## src/rtl/meta_ctrl_pkg.sv

```systemverilog
// rtl/meta_ctrl_pkg.sv - shared types and defaults for the window calibration block
package meta_ctrl_pkg;

  localparam int unsigned CNT_W_DEF      = 16;
  localparam int unsigned SETTLE_CYC_DEF = 4;
  localparam int unsigned WIN_W          = 4;

  typedef enum logic [2:0] {
    ST_IDLE   = 3'd0,
    ST_SETTLE = 3'd1,
    ST_MEAS   = 3'd2,
    ST_EVAL   = 3'd3,
    ST_DONE   = 3'd4
  } state_e;

  // A sweep with an empty window range or zero-length measurement has nothing to do.
  function automatic logic cfg_illegal(input logic [WIN_W-1:0] lo,
                                       input logic [WIN_W-1:0] hi,
                                       input logic             len_zero);
    return (lo > hi) || len_zero;
  endfunction

endpackage

```

## src/rtl/meta_err_cnt.sv

```systemverilog
// rtl/meta_err_cnt.sv - saturating error event counter
module meta_err_cnt
  import meta_ctrl_pkg::*;
#(
  parameter int unsigned CNT_W = CNT_W_DEF
) (
  input  logic             clk,
  input  logic             rst_n,
  input  logic             clr,
  input  logic             inc,
  output logic [CNT_W-1:0] cnt
);

  localparam logic [CNT_W-1:0] CNT_MAX = '1;

  logic [CNT_W-1:0] cnt_q;

  always_ff @(posedge clk or negedge rst_n) begin
    if (!rst_n) begin
      cnt_q <= '0;
    end else if (clr) begin
      cnt_q <= '0;
    end else if (inc && (cnt_q != CNT_MAX)) begin
      cnt_q <= cnt_q + CNT_W'(1);
    end
  end

  assign cnt = cnt_q;

endmodule

```

## src/rtl/meta_win_cal.sv

```systemverilog
// rtl/meta_win_cal.sv - sweeps detector window settings and reports the first one
// whose error count over a measurement interval reaches the threshold
module meta_win_cal
  import meta_ctrl_pkg::*;
#(
  parameter int unsigned CNT_W      = CNT_W_DEF,
  parameter int unsigned SETTLE_CYC = SETTLE_CYC_DEF
) (
  input  logic             clk,
  input  logic             rst_n,
  input  logic             start,
  input  logic             abort,
  input  logic [WIN_W-1:0] win_lo,
  input  logic [WIN_W-1:0] win_hi,
  input  logic [CNT_W-1:0] meas_len,
  input  logic [CNT_W-1:0] thresh,
  input  logic             error,
  output logic [WIN_W-1:0] win_sel,
  output logic             busy,
  output logic             done,
  output logic             found,
  output logic [WIN_W-1:0] res_win,
  output logic [CNT_W-1:0] res_cnt
);

  localparam logic [CNT_W-1:0] SETTLE_LAST = CNT_W'(SETTLE_CYC - 1);
  localparam logic [CNT_W-1:0] ONE         = CNT_W'(1);

  state_e           state_q;
  logic [WIN_W-1:0] win_sel_q;
  logic [WIN_W-1:0] win_hi_q;
  logic [WIN_W-1:0] res_win_q;
  logic [CNT_W-1:0] meas_len_q;
  logic [CNT_W-1:0] thresh_q;
  logic [CNT_W-1:0] cyc_q;
  logic [CNT_W-1:0] res_cnt_q;
  logic             busy_q;
  logic             done_q;
  logic             found_q;

  logic [CNT_W-1:0] err_cnt;
  logic             err_clr;
  logic             err_inc;

  // The counter is held clear for the whole settle period so glitches while the
  // detector re-locks never leak into the measurement.
  assign err_clr = (state_q == ST_SETTLE);
  assign err_inc = (state_q == ST_MEAS) && error;

  meta_err_cnt #(
    .CNT_W(CNT_W)
  ) u_err_cnt (
    .clk  (clk),
    .rst_n(rst_n),
    .clr  (err_clr),
    .inc  (err_inc),
    .cnt  (err_cnt)
  );

  always_ff @(posedge clk or negedge rst_n) begin
    if (!rst_n) begin
      state_q    <= ST_IDLE;
      win_sel_q  <= '0;
      win_hi_q   <= '0;
      res_win_q  <= '0;
      meas_len_q <= '0;
      thresh_q   <= '0;
      cyc_q      <= '0;
      res_cnt_q  <= '0;
      busy_q     <= 1'b0;
      done_q     <= 1'b0;
      found_q    <= 1'b0;
    end else begin
      done_q <= 1'b0;
      if ((state_q != ST_IDLE) && abort) begin
        state_q <= ST_IDLE;
        busy_q  <= 1'b0;
        found_q <= 1'b0;
        cyc_q   <= '0;
      end else begin
        case (state_q)
          ST_IDLE: begin
            if (start) begin
              win_hi_q   <= win_hi;
              meas_len_q <= meas_len;
              thresh_q   <= thresh;
              found_q    <= 1'b0;
              res_win_q  <= '0;
              res_cnt_q  <= '0;
              cyc_q      <= '0;
              busy_q     <= 1'b1;
              if (cfg_illegal(win_lo, win_hi, meas_len == '0)) begin
                state_q <= ST_DONE;
                done_q  <= 1'b1;
              end else begin
                win_sel_q <= win_lo;
                state_q   <= ST_SETTLE;
              end
            end
          end
          ST_SETTLE: begin
            if (cyc_q == SETTLE_LAST) begin
              cyc_q   <= '0;
              state_q <= ST_MEAS;
            end else begin
              cyc_q <= cyc_q + ONE;
            end
          end
          ST_MEAS: begin
            if (cyc_q == (meas_len_q - ONE)) begin
              cyc_q   <= '0;
              state_q <= ST_EVAL;
            end else begin
              cyc_q <= cyc_q + ONE;
            end
          end
          ST_EVAL: begin
            if (err_cnt >= thresh_q) begin
              found_q   <= 1'b1;
              res_win_q <= win_sel_q;
              res_cnt_q <= err_cnt;
              state_q   <= ST_DONE;
              done_q    <= 1'b1;
            end else if (win_sel_q == win_hi_q) begin
              state_q <= ST_DONE;
              done_q  <= 1'b1;
            end else begin
              // win_hi_q <= 15 so this increment can never wrap
              win_sel_q <= win_sel_q + WIN_W'(1);
              state_q   <= ST_SETTLE;
            end
          end
          ST_DONE: begin
            state_q <= ST_IDLE;
            busy_q  <= 1'b0;
          end
          default: begin
            state_q <= ST_IDLE;
            busy_q  <= 1'b0;
          end
        endcase
      end
    end
  end

  assign win_sel = win_sel_q;
  assign busy    = busy_q;
  assign done    = done_q;
  assign found   = found_q;
  assign res_win = res_win_q;
  assign res_cnt = res_cnt_q;

endmodule

```

## config.mk

```make
export PLATFORM = sky130hd
export DESIGN_NAME = meta_win_cal
export DESIGN_NICKNAME = d
export VERILOG_FILES = /design/src/rtl/meta_ctrl_pkg.sv /design/src/rtl/meta_err_cnt.sv /design/src/rtl/meta_win_cal.sv
export SDC_FILE = /design/constraint.sdc
export NUM_CORES = 1
export LEC_CHECK = 0
export CAP_MARGIN = 20
export CORE_MARGIN = 4
export CORE_UTILIZATION = 25
export CTS_BUF_LIST = sky130_fd_sc_hd__clkbuf_2
export CTS_CLUSTER_DIAMETER = 40
export DETAILED_ROUTE_END_ITERATION = 8
export GPL_TIMING_DRIVEN = 0
export PLACE_DENSITY = 0.54
export SYNTH_ARGS = -nofsm -noshare
export SYNTH_HDL_FRONTEND = slang
export SYNTH_SLANG_ARGS = --single-unit
export TNS_END_PERCENT = 1
```

## constraint.sdc

```tcl
create_clock -name clk -period 2.7 [get_ports clk]
set_input_delay 0.27 -clock clk [delete_from_list [all_inputs] [get_ports clk]]
set_output_delay 0.27 -clock clk [all_outputs]
set_load 0.02 [all_outputs]
```

# ---- Word-level counts from Yosys, hierarchy flattened
# Cells that the tools add are included.
dict set report totals {
  ff_bits 98
  latchBits 0
  ramBits 0
  romBits 0
  inputBits 45
  word_cells 93
  n_memories 0
}
dict set report classes {
  add_sub_neg 4
  mul 0
  div 0
  magnitude_cmp 2
  eq_ne 17
  n_shift 0
  muxes 38
  n_bitwise 1
  reduce_logical 19
}
# cell n
set op_table {}
lappend op_table {{$mux W16} 7}
lappend op_table {{$pmux W16 S3} 1}
lappend op_table {{$add A16 B1 Y16 const B} 2}
lappend op_table {{$pmux W16 S2} 1}
lappend op_table {{$mux W4} 6}
lappend op_table {{$mux W3} 7}
lappend op_table {{$eq A16 B16 Y1} 1}
lappend op_table {{$eq A16 B2 Y1 const B} 1}
lappend op_table {{$ge A16 B16 Y1} 1}
lappend op_table {{$logic_not A16 Y1} 1}
lappend op_table {{$ne A16 B16 Y1 const B} 1}
lappend op_table {{$pmux W4 S2} 2}
lappend op_table {{$sub A16 B1 Y16 const B} 1}
lappend op_table {{$pmux W3 S4} 1}
lappend op_table {{$mux W1} 10}
lappend op_table {{$ne A2 B2 Y1 const B} 5}
lappend op_table {{$reduce_and A3 Y1} 3}
lappend op_table {{$eq A3 B2 Y1 const B} 2}
lappend op_table {{$ne A3 B1 Y1 const B} 2}
lappend op_table {{$ne A3 B3 Y1 const B} 2}
lappend op_table {{$pmux W1 S2} 3}
lappend op_table {{$reduce_and A6 Y1} 1}
lappend op_table {{$reduce_bool A3 Y1} 2}
lappend op_table {{$add A4 B1 Y4 const B} 1}
lappend op_table {{other kinds (13)} 17}

# ---- Longest topological paths before layout
dict set report depth {
  ltp_word 6
  mapped_depth 10
  mapped_depth_nobuf 9
}

# ---- Modules after synthesis
# A second synthesis with hierarchy kept.
dict set report hier_totals {
  cells_unflattened 642
  hier_area_um2 5878.1
}
# module instances cells_per_inst area_per_inst_um2 seq_area_each_um2
set modules_own_cells {}
lappend modules_own_cells {meta_win_cal 1 544 4936.0 2052.0}
lappend modules_own_cells {meta_err_cnt 1 98 942.2 400.4}

# ---- Worst setup path before layout
# Ideal clock, no wire load.
dict set report synth_path {
  kind {register to register}
  from {register meas_len_q[0]}
  to {register cyc_q[11]}
  setup_time_ps 132
  t_arrival_ps 2579
  path_slack_ps -11
  stages_incl_launch_ff 11
  synth_period_minus_slack_ps 2711
  path_cell_list {dfrtp_1 > inv_1 > ha_1 > or3b_1 > or4_1 > o211ai_1 > nor2_1 > a2111o_1 > buf_4 > o211ai_1 > o211ai_2}
}
dict set report synth_between {
  elab_chain_cells 5
}
# element line
set synth_rtl {}
lappend synth_rtl {{from (decl)} meta_win_cal.sv:33} ;# logic [CNT_W-1:0] meas_len_q;
lappend synth_rtl {{from (signal assigned)} meta_win_cal.sv:85} ;# meas_len_q <= meas_len;
lappend synth_rtl {{$sub A16 B1 Y16} meta_win_cal.sv:110} ;# if (cyc_q == (meas_len_q - ONE)) begin
lappend synth_rtl {{$eq A16 B16 Y1} meta_win_cal.sv:110}
lappend synth_rtl {{$mux W16} meta_win_cal.sv:110}
lappend synth_rtl {{$pmux W16 S3} meta_win_cal.sv:81} ;# case (state_q)
lappend synth_rtl {{$mux W16} meta_win_cal.sv:75} ;# if ((state_q != ST_IDLE) && abort) begin
lappend synth_rtl {{to (signal assigned)} meta_win_cal.sv:106} ;# cyc_q <= cyc_q + ONE;
lappend synth_rtl {{to (signal assigned)} meta_win_cal.sv:114} ;# cyc_q <= cyc_q + ONE;
lappend synth_rtl {{to (decl)} meta_win_cal.sv:35} ;# logic [CNT_W-1:0] cyc_q;
# Every way passes these cells.
# A chain may end at the register's enable or synchronous reset.

# ---- Final worst setup path
dict set report layout_path {
  from {register meas_len_q[1]}
  to {register cyc_q[7]}
}
# Same word-level chain as after synthesis.

==> run metrics <==
CTS buffer count=9; fin cells=~1,100; Worst-Skew Late Latency=around 0.62 ns; met1 usage=0.163; Hold Path Origin=abort; total power after layout=~0.0054 W; GRT Util Overall=0.125; status=finished, violations left; arrival time worst endpoint=3.37 ns; Die X=between 150 and 200 um; cells on worst reg2reg path=10; vias in the first global route=4,818; cell row count=55; Die ar.=about 26,000 um^2; area grow syn2layout=28.0%; synth warn=0; Initial DRC Count=approximately 270; Layout fillers=2,361; clk_skew=around 0.016 ns; Routed WL=approximately 16,000 um; # diodes=0; synthesized area=5890 um^2; post-route setup slack=-0.132 ns; clk buf depth=2; Min-Delay Path Class=input port to flip-flop; RSZ-0062 raised after global routing=yes; setup TNS=-1.36 ns; GRT Residual Overflow=0; reg2reg end=cyc_q[7]; Max-Slew Margin vs Limit=0.287; Synth Area per Inst=9.27 um^2; PD cells=slightly above 700 nW/um^2; number of synthesized flops with an enable pin=0; sequential fraction of the synthesis area=0.416; Post-synth ARST share=1.00; antenna violations before repair=0; Post-synth top flop=dfrtp_1; Tmin final=between 2 and 3 ns; post-DP HPWL=11,900 um; Port Buf Inserts=70; RR Startpoint=meas_len_q[1]; Place WS=-0.508 ns; Min Hold Slack=around 0.053 ns; Core ar.=roughly 23,000 um^2; FMAX=~350 MHz; most frequent cells in the layout=dfrtp_1 (97), nand2_1 (89), clkdlybuf4s50_1 (69), nor2_1 (55), inv_1 (48); required time worst endpoint=approximately 3.2 ns; CP max stage cell=or4_4; peak supply drop=between 200 and 300 uV; chip height=162 um; layout cells sized above 1=0.168; residual DRC count=0; met3 usage=0.0227; Synthesized Nets=705; Final setup viols=16; Final Hold Viols=0; pin count of the biggest net entering global routing=a little under 70; measured slew at the worst slew-check pin=between 1 and 1.5 ns; Clk pin slew, worst setup/hold paths=0.27 ns; clock tree root driver cell=clkbuf_2; CP peak stage delay=0.56 ns; initial core utilization=0.257; Pins Over Slew Limit=0; Routed WL per cell=15.3 um; CP Cell Sequence=buf_6 -> or4_4 -> o31a_1 -> nor4_2 -> nor3_1 -> a2111o_1 -> o21ai_4 -> buf_6 -> buf_16 -> o211ai_2; Hold Path Depth=2; TritonCTS clock tree=done; post-placement cell count=1,020; Yosys reg bits=98; Final Cycle Share=1.05; Final Wtd Congestion=0.797; Synth cell types=64; crit start category=flip-flop; grt met2 use=0.213; CP endpoint kind=flip-flop; CP bufs+invs=3; Leakage=roughly 3.2 nW; gr busiest metal=met2; DR vias=slightly below 5,000; critical path class=flip-flop to flip-flop; hold endpoint=found; Vias/cell=4.65; Final ANT Viol Nets=0; most used cell along the critical path=buf_6; total clock sinks=between 90 and 100; First-pass DRT Iterations=7; most common cell after layout, fill and taps aside=dfrtp_1; failing checks=negative setup slack; max-cap viol count=0; family with the most delay on the worst path=compound AO/OA/AOI/OAI gates; R2R Setup Slk=-0.13 ns; Worst Path Max Fanout=5; first-pass GRT wire length=roughly 26,000 um; Max H-tree Level=3; Net count, final=804; Syn Inst Count=~640; Ports=72
sequential cells by signal, indices dropped and copies added, names as in the netlist:
signal,cells
busy,1
cyc_q,16
done,1
found,1
meas_len_q,16
res_cnt,16
res_win,4
state_q,3
thresh_q,16
u_err_cnt.cnt,16
win_hi_q,4
win_sel,4
synth_stat cells, types with 13 or more instances:
cell	number	share of area
dfrtp_1	98	0.42
nand2_1	89	0.057
nor2_1	55	0.035
inv_1	51	0.032
o21ai_0	25	0.021
ha_1	24	0.051
mux2_2	23	0.044
clkbuf_1	20	0.013
mux2i_1	19	0.032
nand3_1	17	0.014
xnor2_1	16	0.024
xor2_1	16	0.024
a21oi_1	14	0.012
o211ai_1	14	0.018
nor4_1	13	0.014
worst register-to-register path: stages (launching register included):
cell and delay, ns:
dfrtp_1 0.47, buf_6 0.14, or4_4 0.56, o31a_1 0.27
nor4_2 0.23, nor3_1 0.08, a2111o_1 0.45, o21ai_4 0.21
buf_6 0.14, buf_16 0.12, o211ai_2 0.09
cell families after synthesis:
logic type               count (synthesis)  synth area share
AO/OA/AOI/OAI                          107             0.132
XOR/XNOR                                32            0.0475
adder cells (fa/ha/maj)                 24            0.0509
buffers and inverters                   86            0.0707
flip-flops                              98             0.416
multiplexers                            42            0.0762
AND/OR/NAND/NOR                        247             0.206
layer usage:
metal,routed length (um),share of wire,vias to the layer above
li1,-,-,2415
met1,7280,0.45,2353
met2,8020,0.50,115
met3,621,0.039,14
met4,191,0.012,0
met5,0,0,-
worst max-delay path by stage:
stage	from	end	slack [ns]	cells after the start
final	meas_len_q[1]	cyc_q[7]	-0.13	10
after global routing	meas_len_q[0]	cyc_q[13]	-0.21	10
after CTS	meas_len_q[1]	cyc_q[13]	-0.19	10
after detailed placement	cyc_q[6]	cyc_q[9]	-0.51	9
after global placement	rst_n	res_cnt[7]	-2.68	1
after floorplan	meas_len_q[0]	cyc_q[11]	0.02	10
stage by stage:
stage               area (um^2)  utilization
CTS                        7430        0.324
floorplan                  5890            -
global route               7550        0.329
global placement           6990        0.305
finish                     7550        0.329
detailed placement         7010        0.306
power by group:
part | switching, W | total, W | internal [W]
combinational | 0.00118 | 0.00228 | 0.00109
sequential | 0.000361 | 0.00215 | 0.00179
clock | 0.000546 | 0.000942 | 0.000397
timing repair:
| item | 4_1_cts | 5_1_grt |
|---|---|---|
| hold endpoints to repair | 98 | 0 |
| pin swaps | 7 | 10 |
| endpoints found under the setup margin | 61 | 55 |
| hold buffers | 1 | 0 |
| cloned | 1 | 0 |
| resized for setup | 27 | 29 |
| setup buffers | 12 | 3 |
final cells by class:
class                           count  area [um^2]  share of cell area
Clock buffer                        9         45.0             0.00597
Tap cell                          313          392              0.0519
Sequential cell                    98         2450               0.325
Multi-Input combinational cell    452         3200               0.424
Buffer                             35          248              0.0328
Timing Repair Buffer               88          900               0.119
Clock inverter                      7          115              0.0153
Inverter                           51          191              0.0254
(Power assumes the default switching activity.)
==> RTL edit (same settings) <==
Register the output `res_cnt` once more, cleared by the reset; this adds one clock of latency there. The other outputs are not delayed to match.
--- a/src/rtl/meta_win_cal.sv
+++ b/src/rtl/meta_win_cal.sv
@@ -149,5 +149,11 @@
   assign found   = found_q;
   assign res_win = res_win_q;
-  assign res_cnt = res_cnt_q;
+  always_ff @(posedge clk or negedge rst_n) begin
+    if (!rst_n) begin
+      res_cnt <= '0;
+    end else begin
+      res_cnt <= res_cnt_q;
+    end
+  end
 
 endmodule
Formal check against the unedited RTL: not equivalent (Yosys sat finds a counterexample within 10 cycles, from zero or initial values and one cycle with rst_n low).
==> RTL edit against the unedited design <==
The flow still finishes with violations (setup timing); synthesized cell count shrank 8.3%; wire length decreased by 4.9%; sequential share of layout area grew 5.4 points; sequential cell count is 16 higher; design area shrank 0.23%; power rose by 8.9%; area after synthesis fell by 0.28%; cell count decreased by 3.6%; utilization down 0.076 points; setup slack about the same; largest power group is now registers.
==> RTL edit: results (changes against the unedited design) <==
- Syn_area_per_cell: 10.1 sq um (+8.8%)
- Nets: 757 (-5.8%)
- Final Skew: 0.0375 ns (+0.0218 ns)
- Share of cells above drive strength 1: 0.160 (-0.00780)
- HPWL Detailed: 11200 um (-6.3%)
- Met2 usage in global routing: 0.177 (-0.0361)
- Final setup violation count: 16 (unchanged)
- Synth top area cells: dfrtp_1 (49%), mux2_2 (6.5%), ha_1 (5.1%), nand2_1 (4.0%), nand3_1 (3.1%)
- Hold path startpoint: win_hi[1]
- Leakage: 3.14 nW (-1.3%)
- IO Port Bufs: 71 (+1.4%)
- Synthesized Nets: 652 (-7.5%)
- Vias/cell: 4.65 (-0.11%)
- GRT Total Usage: 0.119 (-0.00546)
- Seq/Total Area, Yosys: 0.485 (+0.0693)
- Clock latency on the worst-skew pair: 0.72 ns (+0.10 ns)
- Top cells by count, synth: dfrtp_1 (114), nand2_1 (63), nand3_1 (36)
- Final setup margin: -0.131 ns (+0.000186 ns)
- Post-placement cell count: 969 (-5.0%)
- Vias in the first global route: 4531 (-6.0%)
- Failing checks: setup timing
- Met3 usage: 0.0324 (+0.00970)
- WHS Endpoint: win_hi_q[1]$_DFFE_PN0P_
- End of the worst register-to-register path: cyc_q[6]$_DFFE_PN0P_
- CP arrival: 3.45 ns (+0.08 ns)
- Non-Filler Instances: 1015 (-3.6%)
- TritonCTS buffer count: 17 (+8)
- 1st-iter DRT viols: 255 (-4.1%)
- Initial antenna violation count: 1 (+1)
- Placed cell areas: 7020 sq um (+0.12%)
- Worst vdd ir: 245 uV (-2.7%)
- M1 GR Usage: 0.170 (+0.00724)
- Worst Reg-to-Reg Cells: 9 (-1)
- Distinct cells, synth: 55 (-14%)
- RR Startpoint: meas_len_q[7]$_DFFE_PN0P_
- Outcome: finished, violations left
- Rel. slew slack: 0.424 (+0.137)
- Post-synthesis adder-cell area fraction: 0.0511 (+0.000141)
- Largest net degree at the start of global routing: 84 (+22%)
- Post-synthesis mux area share: 0.0668 (-0.00937)
- First-pass GRT wire length: 24500 um (-6.6%)
- Fillers: 2388 (+1.1%)
- RePlAce Congestion: 0.787 (-1.3%)
- CTS root buffer: clkbuf_2
- XOR/XNOR share of the synthesized area: 0.0551 (+0.00758)
- H-tree levels: 4 (+1)
- Pre-antenna DRT Iters: 4 (-3)
- CTS clk-pin slew, worst paths: 0.21 ns (-0.06 ns)
- Hold path cells: 3 (+1)
- Max Fanout on Critical Path: 7 (+2)
==> RTL edit: kinds of logic (layout without fill, tap and decap cells) <==
logic type,Yosys count,in the layout
simple gates,216,216
compound gates,105,105
xor+xnor,37,37
fa+ha+maj,24,24
buf+inv,52,170
other cells,0,1
mux,35,35
flops,114,114
==> RTL edit: repair_timing <==
action	4_1_cts	5_1_grt
pin swaps	17	8
hold buffers	3	0
setup endpoints to repair	22	43
gates cloned	1	0
gates resized for setup	22	23
buffers inserted	7	2
endpoints found under the hold margin	114	0
==> RTL edit: worst max-delay path, stage by stage, from the launching register on <==
cell	delay, ns
dfrtp_1	0.54
or4b_4	0.57
or3_4	0.35
a2111oi_4	0.36
o32ai_4	0.14
o31ai_4	0.20
buf_6	0.16
buf_6	0.12
nor2_1	0.04
a211o_1	0.25
==> RTL edit: layout make-up <==
cell class	count	share of cell area
tap	313	0.0520
inverter	28	0.0140
clock inverter	15	0.0196
multi-input combinational	417	0.394
buffer	24	0.0138
clock buffer	17	0.0113
timing repair buffer	86	0.116
sequential	114	0.379
antenna	1	0.000332
==> RTL edit: layer usage <==
metal	routed length, um	vias to the layer above
met2	6720	93
met4	218	0
met3	729	19
met5	0	-
li1	-	2324
met1	7640	2279
==> RTL edit: metrics by stage <==
stage / setup WS, ns / util / hold slack (ns)
floorplan: -0.124 / - / -0.0256
global placement: -3.33 / 0.305 / 0.362
detailed placement: -0.501 / 0.306 / 0.175
CTS: -0.287 / 0.325 / 0.0705
global route: -0.207 / 0.329 / 0.0516
finish: -0.131 / 0.329 / 0.130
==> RTL edit: power by group <==
group	switching, mW	internal [mW]
logic	1.16	1.07
clock network	0.788	0.360
registers	0.420	2.05
